===== config.mk =====
export PLATFORM = sky130hd
export DESIGN_NAME = cpu_control_pc
export DESIGN_NICKNAME = d
export VERILOG_FILES = /design/src/rtl/cpu_control_pc.sv
export SDC_FILE = /design/constraint.sdc
export NUM_CORES = 1
export LEC_CHECK = 0
export ABC_CLOCK_PERIOD_IN_PS = 4670
export CAP_MARGIN = 20
export CORE_MARGIN = 2
export CORE_UTILIZATION = 50
export DETAILED_ROUTE_END_ITERATION = 12
export GPL_TIMING_DRIVEN = 0
export PLACE_DENSITY = 0.8
export SYNTH_ARGS = -nofsm -noshare
export SYNTH_HDL_FRONTEND = slang
export SYNTH_SLANG_ARGS = --single-unit

===== constraint.sdc =====
create_clock -name CLK -period 4.67 [get_ports CLK]
set_input_delay 0.7005 -clock CLK [delete_from_list [all_inputs] [get_ports CLK]]
set_output_delay 0.7005 -clock CLK [all_outputs]
set_load 0.03 [all_outputs]

===== src/rtl/cpu_control_pc.sv =====
`default_nettype none
// ============================================================================
//  Module   : cpu_control_pc
//  Purpose  : Instruction decoder and program-counter sequencer for the
//             8-bit CPU. Drives alu select / operand-mux controls and the
//             register-file addresses, resolves beq/bne from the alu ZERO
//             flag, and keeps sticky illegal-opcode and retired counters.
//  Revision : 1.0  initial release
// ============================================================================
module cpu_control_pc #(
  parameter int                  PC_WIDTH     = 32,
  parameter logic [PC_WIDTH-1:0] RESET_PC     = '0,
  parameter int                  PC_STEP      = 4,
  parameter int                  DECODE_DELAY = 1,
  parameter int                  PC_DELAY     = 1,
  parameter int                  CNT_WIDTH    = 16
) (
  input  logic                 CLK,
  input  logic                 RESET,
  input  logic [31:0]          INSTRUCTION,
  input  logic                 ZERO,
  input  logic                 BUSYWAIT,
  output logic [PC_WIDTH-1:0]  PC,
  output logic [2:0]           ALUOP,
  output logic                 WRITEENABLE,
  output logic                 IMMEDIATE_SEL,
  output logic                 NEGATE_SEL,
  output logic [2:0]           WRITEREG,
  output logic [2:0]           READREG1,
  output logic [2:0]           READREG2,
  output logic [7:0]           IMMEDIATE,
  output logic                 ILLEGAL,
  output logic [CNT_WIDTH-1:0] RETIRED
);

  // The decode and PC-update delays exist only to shape behavioural
  // simulation timing; this implementation is zero-delay, so the block below
  // merely consumes the parameters and elaborates to nothing.
  if (DECODE_DELAY < 0 || PC_DELAY < 0) begin : g_delay_params
  end

  localparam logic [7:0] OP_LOADI = 8'h00;
  localparam logic [7:0] OP_MOV   = 8'h01;
  localparam logic [7:0] OP_ADD   = 8'h02;
  localparam logic [7:0] OP_SUB   = 8'h03;
  localparam logic [7:0] OP_AND   = 8'h04;
  localparam logic [7:0] OP_OR    = 8'h05;
  localparam logic [7:0] OP_J     = 8'h06;
  localparam logic [7:0] OP_BEQ   = 8'h07;
  localparam logic [7:0] OP_BNE   = 8'h08;
  localparam logic [7:0] OP_ROR   = 8'h09;

  logic [7:0]          opcode;
  logic                write_dec;
  logic                is_jump;
  logic                is_beq;
  logic                is_bne;
  logic                is_illegal;
  logic                branch_taken;
  logic                advance;
  logic [PC_WIDTH-1:0] offset;
  logic [PC_WIDTH-1:0] seq_pc;
  logic [PC_WIDTH-1:0] next_pc;
  logic                unused_src1_hi;

  assign opcode    = INSTRUCTION[31:24];
  assign WRITEREG  = INSTRUCTION[18:16];
  assign READREG1  = INSTRUCTION[10:8];
  assign READREG2  = INSTRUCTION[2:0];
  assign IMMEDIATE = INSTRUCTION[7:0];

  // Upper bits of the src1 field carry no meaning for this 8-register file.
  assign unused_src1_hi = &{1'b0, INSTRUCTION[15:11]};

  // Opcode decode into alu controls, write intent and control-flow kind.
  always_comb begin
    ALUOP         = 3'b000;
    IMMEDIATE_SEL = 1'b0;
    NEGATE_SEL    = 1'b0;
    write_dec     = 1'b0;
    is_jump       = 1'b0;
    is_beq        = 1'b0;
    is_bne        = 1'b0;
    is_illegal    = 1'b0;
    case (opcode)
      OP_LOADI: begin ALUOP = 3'b000; IMMEDIATE_SEL = 1'b1; write_dec = 1'b1; end
      OP_MOV:   begin ALUOP = 3'b000; write_dec = 1'b1; end
      OP_ADD:   begin ALUOP = 3'b001; write_dec = 1'b1; end
      OP_SUB:   begin ALUOP = 3'b001; NEGATE_SEL = 1'b1; write_dec = 1'b1; end
      OP_AND:   begin ALUOP = 3'b010; write_dec = 1'b1; end
      OP_OR:    begin ALUOP = 3'b011; write_dec = 1'b1; end
      OP_J:     begin ALUOP = 3'b000; is_jump = 1'b1; end
      OP_BEQ:   begin ALUOP = 3'b001; NEGATE_SEL = 1'b1; is_beq = 1'b1; end
      OP_BNE:   begin ALUOP = 3'b001; NEGATE_SEL = 1'b1; is_bne = 1'b1; end
      OP_ROR:   begin ALUOP = 3'b100; IMMEDIATE_SEL = 1'b1; write_dec = 1'b1; end
      default:  is_illegal = 1'b1;
    endcase
  end

  // Register writes must never land while reset is asserted or memory stalls.
  assign WRITEENABLE = write_dec & ~RESET & ~BUSYWAIT;

  // An instruction completes on any edge that is neither reset nor stalled.
  assign advance = ~RESET & ~BUSYWAIT;

  // Word offset: sign-extend the 8-bit field, then scale to bytes.
  assign offset = PC_WIDTH'($signed(INSTRUCTION[23:16])) << 2;

  assign branch_taken = is_jump | (is_beq & ZERO) | (is_bne & ~ZERO);
  assign seq_pc       = PC + PC_WIDTH'(PC_STEP);
  assign next_pc      = branch_taken ? (seq_pc + offset) : seq_pc;

  // PC, sticky illegal flag and retired counter; reset outranks a stall.
  always_ff @(posedge CLK) begin
    if (RESET) begin
      PC      <= RESET_PC;
      ILLEGAL <= 1'b0;
      RETIRED <= '0;
    end else if (advance) begin
      PC      <= next_pc;
      RETIRED <= RETIRED + CNT_WIDTH'(1);
      if (is_illegal) begin
        ILLEGAL <= 1'b1;
      end
    end
  end

endmodule
`default_nettype wire


==> results.py <==
metrics = {
    "grt": {
        "grt_pass1_vias": 4737,
        "antenna_found_initial": 0,
        "grt_pass1_wl_microns": 23200,
        "grt_start_max_net_pins": 19,
        "grt_usage_pct": 27.6,
        "grt-ovfl-total": 0,
    },
    "die": {
        "design.core.area_sq_um": 9240,
        "rows": 35,
        "io_pins": 108,
        "start_util_pct": 51.3,
        "fp.dieW_microns": 101,
        "die_area_sq_um": 10300,
        "die_height_microns": 101,
    },
    "routing": {
        "post-route-drc-count": 0,
        "wirelength_microns": 14200,
        "drt_iter0_drc": 512,
        "via_count": 5042,
        "avgViaCountPerCell": 5.94,
        "wire_per_inst_microns": 16.7,
        "antenna_left": 0,
        "first_pass_iters": 6,
    },
    "timing": {
        "min_period_ns": 4.32,
        "finalHoldViolations": 0,
        "finClkSkew_ns": 0.0116,
        "worst_slew_pin_slew_ns": 0.878,
        "max_slew_margin_pct": 40.9,
        "finalSetupTns_ns": 0,
        "slew_violations": 0,
        "final.period_utilization_pct": 92.5,
        "rsz0062_at_grt": "no",
        "finalSetupViolCount": 0,
        "max_freq_mhz": 231,
    },
    "final_layout": {
        "drive_above_1_share_pct": 8.61,
        "diodes": 0,
        "mostFrequentLayoutCell": "clkdlybuf4s50_1",
        "nets": 794,
        "areaGrowthSynthToFinish_pct": 24.1,
        "num-fill-cells": 815,
        "final_cell_mix": "86 x clkdlybuf4s50_1, 71 x nor2_1, 58 x nand2_1, 46 x dfxtp_1, 45 x a21oi_1",
        "stdcell_area_sq_um": 5890,
        "seqCellArea_sq_um": 942,
        "multiInputGateArea_sq_um": 3500,
    },
    "status": {
        "status": "completed",
    },
    "synthesis": {
        "syn-cell-area_sq_um": 4740,
        "synthArstFlopShare_pct": 0,
        "syn_inst": 624,
        "yosysTopAreaCellShare_pct": 19.8,
        "synth-seq-area-share_pct": 19.8,
        "ys_warn_count": 0,
        "synth_flop_cell": "dfxtp_1",
        "synth.distinct_cells": 77,
        "synthTopCellsByArea": "dfxtp_1 20%, ha_1 10%, xnor2_1 5.9%",
        "syn-mean-instance-area_sq_um": 7.60,
        "yosysTopAreaCell": "dfxtp_1",
        "ys_ff_latch": 47,
        "synth_edf_count": 0,
    },
    "pwr": {
        "power.leakage_nw": 2.45,
        "power_frac_clock_pct": 26.0,
        "pwr-share-comb_pct": 30.8,
        "power_frac_seq_pct": 43.1,
        "p_per_area_nw_per_um2": 167,
        "max-vdd-ir-drop_uv": 100,
        "swShare_pct": 35.0,
        "internal_power_mw": 0.639,
        "switchingPower_mw": 0.343,
    },
    "worst_setup_path": {
        "cpMaxStageDelayCell": "dfxtp_1",
        "crit_fanout": 10,
        "timing_worst_setup_path_type": "register to register",
        "max_stage_delay_ns": 0.60,
        "path_common_cell": "ha_1",
        "start_kind": "register",
        "cp.buffers_inverters": 0,
        "critical_path.cell_chain": "ha_1 > nand3_2 > nor4_1 > xor2_1 > ha_1 > a211oi_1 > a22oi_1 > and3_1 > a21boi_4 > o21ai_2 > o311a_1 > mux2i_1 > mux2_1",
        "worstPathArrival_ns": 4.53,
        "worst_path_dominant_cell_family": "compound AO/OA/AOI/OAI gates",
        "critPathCaptureType": "register",
        "crit_required_ns": 4.87,
    },
    "placement": {
        "place_congestion": 0.957,
        "dp_hpwl_microns": 10900,
        "portBuffers": 86,
        "place_area_sq_um": 5780,
    },
    "cts": {
        "cts_num_sinks": 47,
        "clk_pin_slew_ns": 0.10,
        "htree_levels": 2,
        "clk-insertion-delay-late_ns": 0.30,
        "numCtsBuffers": 5,
        "postCtsSetupBuffers": 0,
        "clk_path_buf_depth": 2,
        "cts_tree": "done",
        "cts.root.buffer_cell": "clkbuf_8",
    },
    "job": {
        "cap_violations": 0,
    },
    "hold_path": {
        "hp-class": "register to register",
    },
}
-- area by class of cell --
class / instances / share of cell area [%]
buffer: 47 / 4.55
clock buffer: 5 / 1.17
clock inverter: 3 / 0.340
inverter: 14 / 0.893
multi-input combinational: 517 / 59.4
sequential: 47 / 16.0
tap: 129 / 2.74
timing repair buffer: 87 / 14.9
-- through the flow --
step / power [mW] / utilization, % / setup WS [ns] / instances / hold WS, ns
floorplan: 0.631 / - / 0.727 / 625 / 0.603
global placement: 0.722 / 62.4 / 0.0798 / 840 / 0.455
detailed placement: 0.730 / 62.6 / 0.417 / 841 / 0.476
CTS: 0.982 / 63.5 / 0.403 / 849 / 0.496
global route: 1.02 / 63.7 / 0.00574 / 849 / 0.569
finish: 0.982 / 63.7 / 0.349 / 849 / 0.496
-- path summary, 6_finish.rpt --
| path | slack (ns) | to | depth (start not counted) | startpoint |
|---|---|---|---|---|
| max | 0.35 | PC[31]$_SDFFE_PP0P_ | 13 | PC[2]$_SDFFE_PP0P_ |
| min | 0.50 | ILLEGAL$_SDFFE_PP0P_ | 2 | ILLEGAL$_SDFFE_PP0P_ |
| max reg2reg | 0.35 | PC[31]$_SDFFE_PP0P_ | 13 | PC[2]$_SDFFE_PP0P_ |
| min reg2reg | 0.50 | ILLEGAL$_SDFFE_PP0P_ | 2 | ILLEGAL$_SDFFE_PP0P_ |
-- synth_stat cells, types with 3 or more instances --
cell / number
nor2_1: 71
nand2_1: 58
dfxtp_1: 47
a21oi_1: 45
ha_1: 38
xnor2_1: 32
xor2_1: 30
nand3_1: 26
o21ai_0: 26
buf_4: 19
a21o_1: 16
clkbuf_1: 15
nand4_1: 15
inv_1: 14
o21ai_1: 13
nor3_1: 12
a31oi_1: 11
and3_1: 10
buf_1: 7
nor2b_1: 7
a211oi_1: 6
nor4_1: 5
o22ai_1: 5
or3_1: 5
a211o_1: 4
a221oi_1: 4
a22oi_1: 4
buf_2: 4
mux2i_1: 4
o211ai_1: 4
a311oi_1: 3
nand2b_1: 3
nand3b_1: 3
o21a_1: 3
o21bai_1: 3
-- flip-flops by register name, indices dropped and copies added (netlist names) --
name and count:
PC 30, RETIRED 16, ILLEGAL 1
-- worst register-to-register path: stages (launching register included) --
cell	delay, ns
dfxtp_1	0.60
ha_1	0.39
nand3_2	0.16
nor4_1	0.55
xor2_1	0.14
ha_1	0.40
a211oi_1	0.35
a22oi_1	0.18
and3_1	0.27
a21boi_4	0.22
o21ai_2	0.11
o311a_1	0.34
mux2i_1	0.20
mux2_1	0.33
-- power by group through the flow --
stage / clock network [mW] / logic [mW] / registers [mW]
3_3_place_gp: 0 / 0.290 / 0.433
6_report: 0.256 / 0.303 / 0.424
5_1_grt: 0.270 / 0.329 / 0.425
2_1_floorplan: 0 / 0.185 / 0.447
3_5_place_dp: 0 / 0.297 / 0.433
4_1_cts: 0.259 / 0.299 / 0.424
-- routing by layer --
| metal | up-vias | global-route usage (%) | share of wire [%] | wire [microns] |
|---|---|---|---|---|
| met5 | - | 0 | 0 | 0 |
| met3 | 19 | 2.76 | 6.8 | 961 |
| li1 | 2430 | - | - | - |
| met2 | 228 | 46.6 | 48 | 6790 |
| met4 | 0 | 6.96 | 1.6 | 230 |
| met1 | 2365 | 37.9 | 44 | 6220 |
-- cell families after synthesis --
| group | after synthesis | synth area share [%] |
|---|---|---|
| simple gates | 239 | 25.7 |
| compound gates | 169 | 24.4 |
| xor+xnor | 62 | 11.5 |
| buf+inv | 61 | 6.75 |
| flops | 47 | 19.8 |
| fa+ha+maj | 39 | 10.4 |
| mux | 6 | 1.32 |
| other cells | 1 | 0.0791 |
-- repair_timing --
item,CTS,global route
setup endpoints to repair,0,1
resized for setup,0,3
hold buffers,0,0
Note: power is estimated with default switching activity, not from simulation.
==> RTL edit: new RTL, same flow settings <==
`PC_WIDTH`: 32 -> 48.
--- a/src/rtl/cpu_control_pc.sv
+++ b/src/rtl/cpu_control_pc.sv
@@ -10,3 +10,3 @@
 module cpu_control_pc #(
-  parameter int                  PC_WIDTH     = 32,
+  parameter int                  PC_WIDTH     = 48,
   parameter logic [PC_WIDTH-1:0] RESET_PC     = '0,
Interface: changed (resized PC); port bits go from 108 to 124. The function was not compared with the original's and may differ.
==> RTL edit against the unedited design <==
Sequential power grew 36%; sequential cell count grew 16; wire length grew 61%; synthesized area grew 41%; worst setup slack lost 0.18 ns; via count grew 52%; total power grew 82%; design area grew 46%; sequential share of layout area shrank 1.1 points; synthesized cell count grew 49%; clock power grew to 2.8 times the old value; count of clock-buffer cells in the layout grew 7; largest power group is now clock.
==> RTL edit: results (changes against the unedited design) <==
result of the run=complete, no violations; # H-tree levels=3 (+1); Clock Network Area Fraction=3.60% (+2.1 points); worst reg2reg startpoint=PC[14]; CP peak stage delay=0.42 ns (-0.18 ns); Worst Skew=0.00793 ns (-0.00370 ns); top area cells in the synthesized netlist=dfxtp_1 19%, ha_1 12%, xnor2_1 6.9%; buffer count excluding the clock tree in the final layout=175 (+31%); via count of the first global-routing pass=6890 (+45%); met2 Resource Use GR=46.5% (-0.11 points); met3 track utilization from global routing=4.37% (+1.6 points); compound-cell area share of the yosys netlist=24.2% (-0.19 points); Clock buffer cells=12 (+7); LEAKAGE=3.60 nW (+47%); met1 capacity usage during global routing=41.8% (+3.9 points); capture point of the worst path=PC[41]; post-route minimum period=4.50 ns (+0.177 ns); Synth Area in Adders=12.1% (+1.6 points); first-pass iteration count of the detailed router=7 (+1); Area growth, synth to finish=29.0%; Combinational Power Share=27.4% (-3.4 points); fraction of synthesized area in multiplexers=1.24% (-0.083 points); clock net sink count=63 (+34%); registers with the most flip-flops=PC: 46 flops, RETIRED: 16 flops, ILLEGAL: 1 flops; number of ordinary inverters in the final layout=22 (+8); NumNets Final=1152 (+45%); largest net degree at the start of global routing=47 (+28); Port Buf Inserts=103 (+20%); Worst Path Arrival=4.75 ns (+0.22 ns); maximum fanout count along the critical path=6 (-4); number of fill cells=1133 (+39%); cell types with the highest counts after synthesis=104 x nor2_1, 96 x nand2_1, 88 x a21oi_1; non-clock buffer share of cell area=16.9% (-2.6 points); worst slack, placed=-0.633 ns (-1.05 ns); synthesized area per cell=7.21 um^2 (-5.2%); Global Route Usage Sum=30.6% (+2.9 points); clock root buffer master=clkbuf_16; total clock buffers created by CTS=9 (+4); share of cells above drive strength 1=11.3% (+2.6 points); total met2 wirelength after detailed routing=10000 um (+48%); CP top delay family=simple AND/OR/NAND/NOR gates; multi-input combinational gate total=781 (+51%); net switching power=0.000592 W (+73%); number of DRC violations after detailed-routing iteration 0=934 (+82%); placed cell areas=7950 um^2 (+38%); source-to-sink clock delay at the later pin of the worst-skew pair=0.34 ns (+0.04 ns); sequential share of the synthesized area=18.9% (-0.97 points)
RTL edit: through the flow:
stage / hold WS [ns] / instances / power, W
after global routing: 0.509 / 1233 / 0.00185
final: 0.475 / 1233 / 0.00179
after floorplan: 0.603 / 928 / 0.000898
after CTS: 0.482 / 1227 / 0.00176
after global placement: 0.454 / 1207 / 0.00104
after detailed placement: 0.468 / 1208 / 0.00105
RTL edit: what timing repair did:
item	in CTS	in global routing
setup buffers	5	12
pin swaps	3	13
endpoints found under the hold margin	0	0
gates cloned	0	0
resized for setup	29	41
endpoints found under the setup margin	17	15
RTL edit: logic make-up (layout without fill, tap and decap cells):
kind of cell / after synthesis / count (layout)
simple gates: 357 / 357
compound gates: 259 / 259
xor+xnor: 91 / 91
buf+inv: 84 / 213
fa+ha+maj: 64 / 64
flops: 63 / 63
mux: 8 / 8
other cells: 1 / 2
RTL edit: worst min-delay path: stages (launching register included):
cell,delay (ns)
dfxtp_1,0.32
nor2_1,0.05
nor2_1,0.07
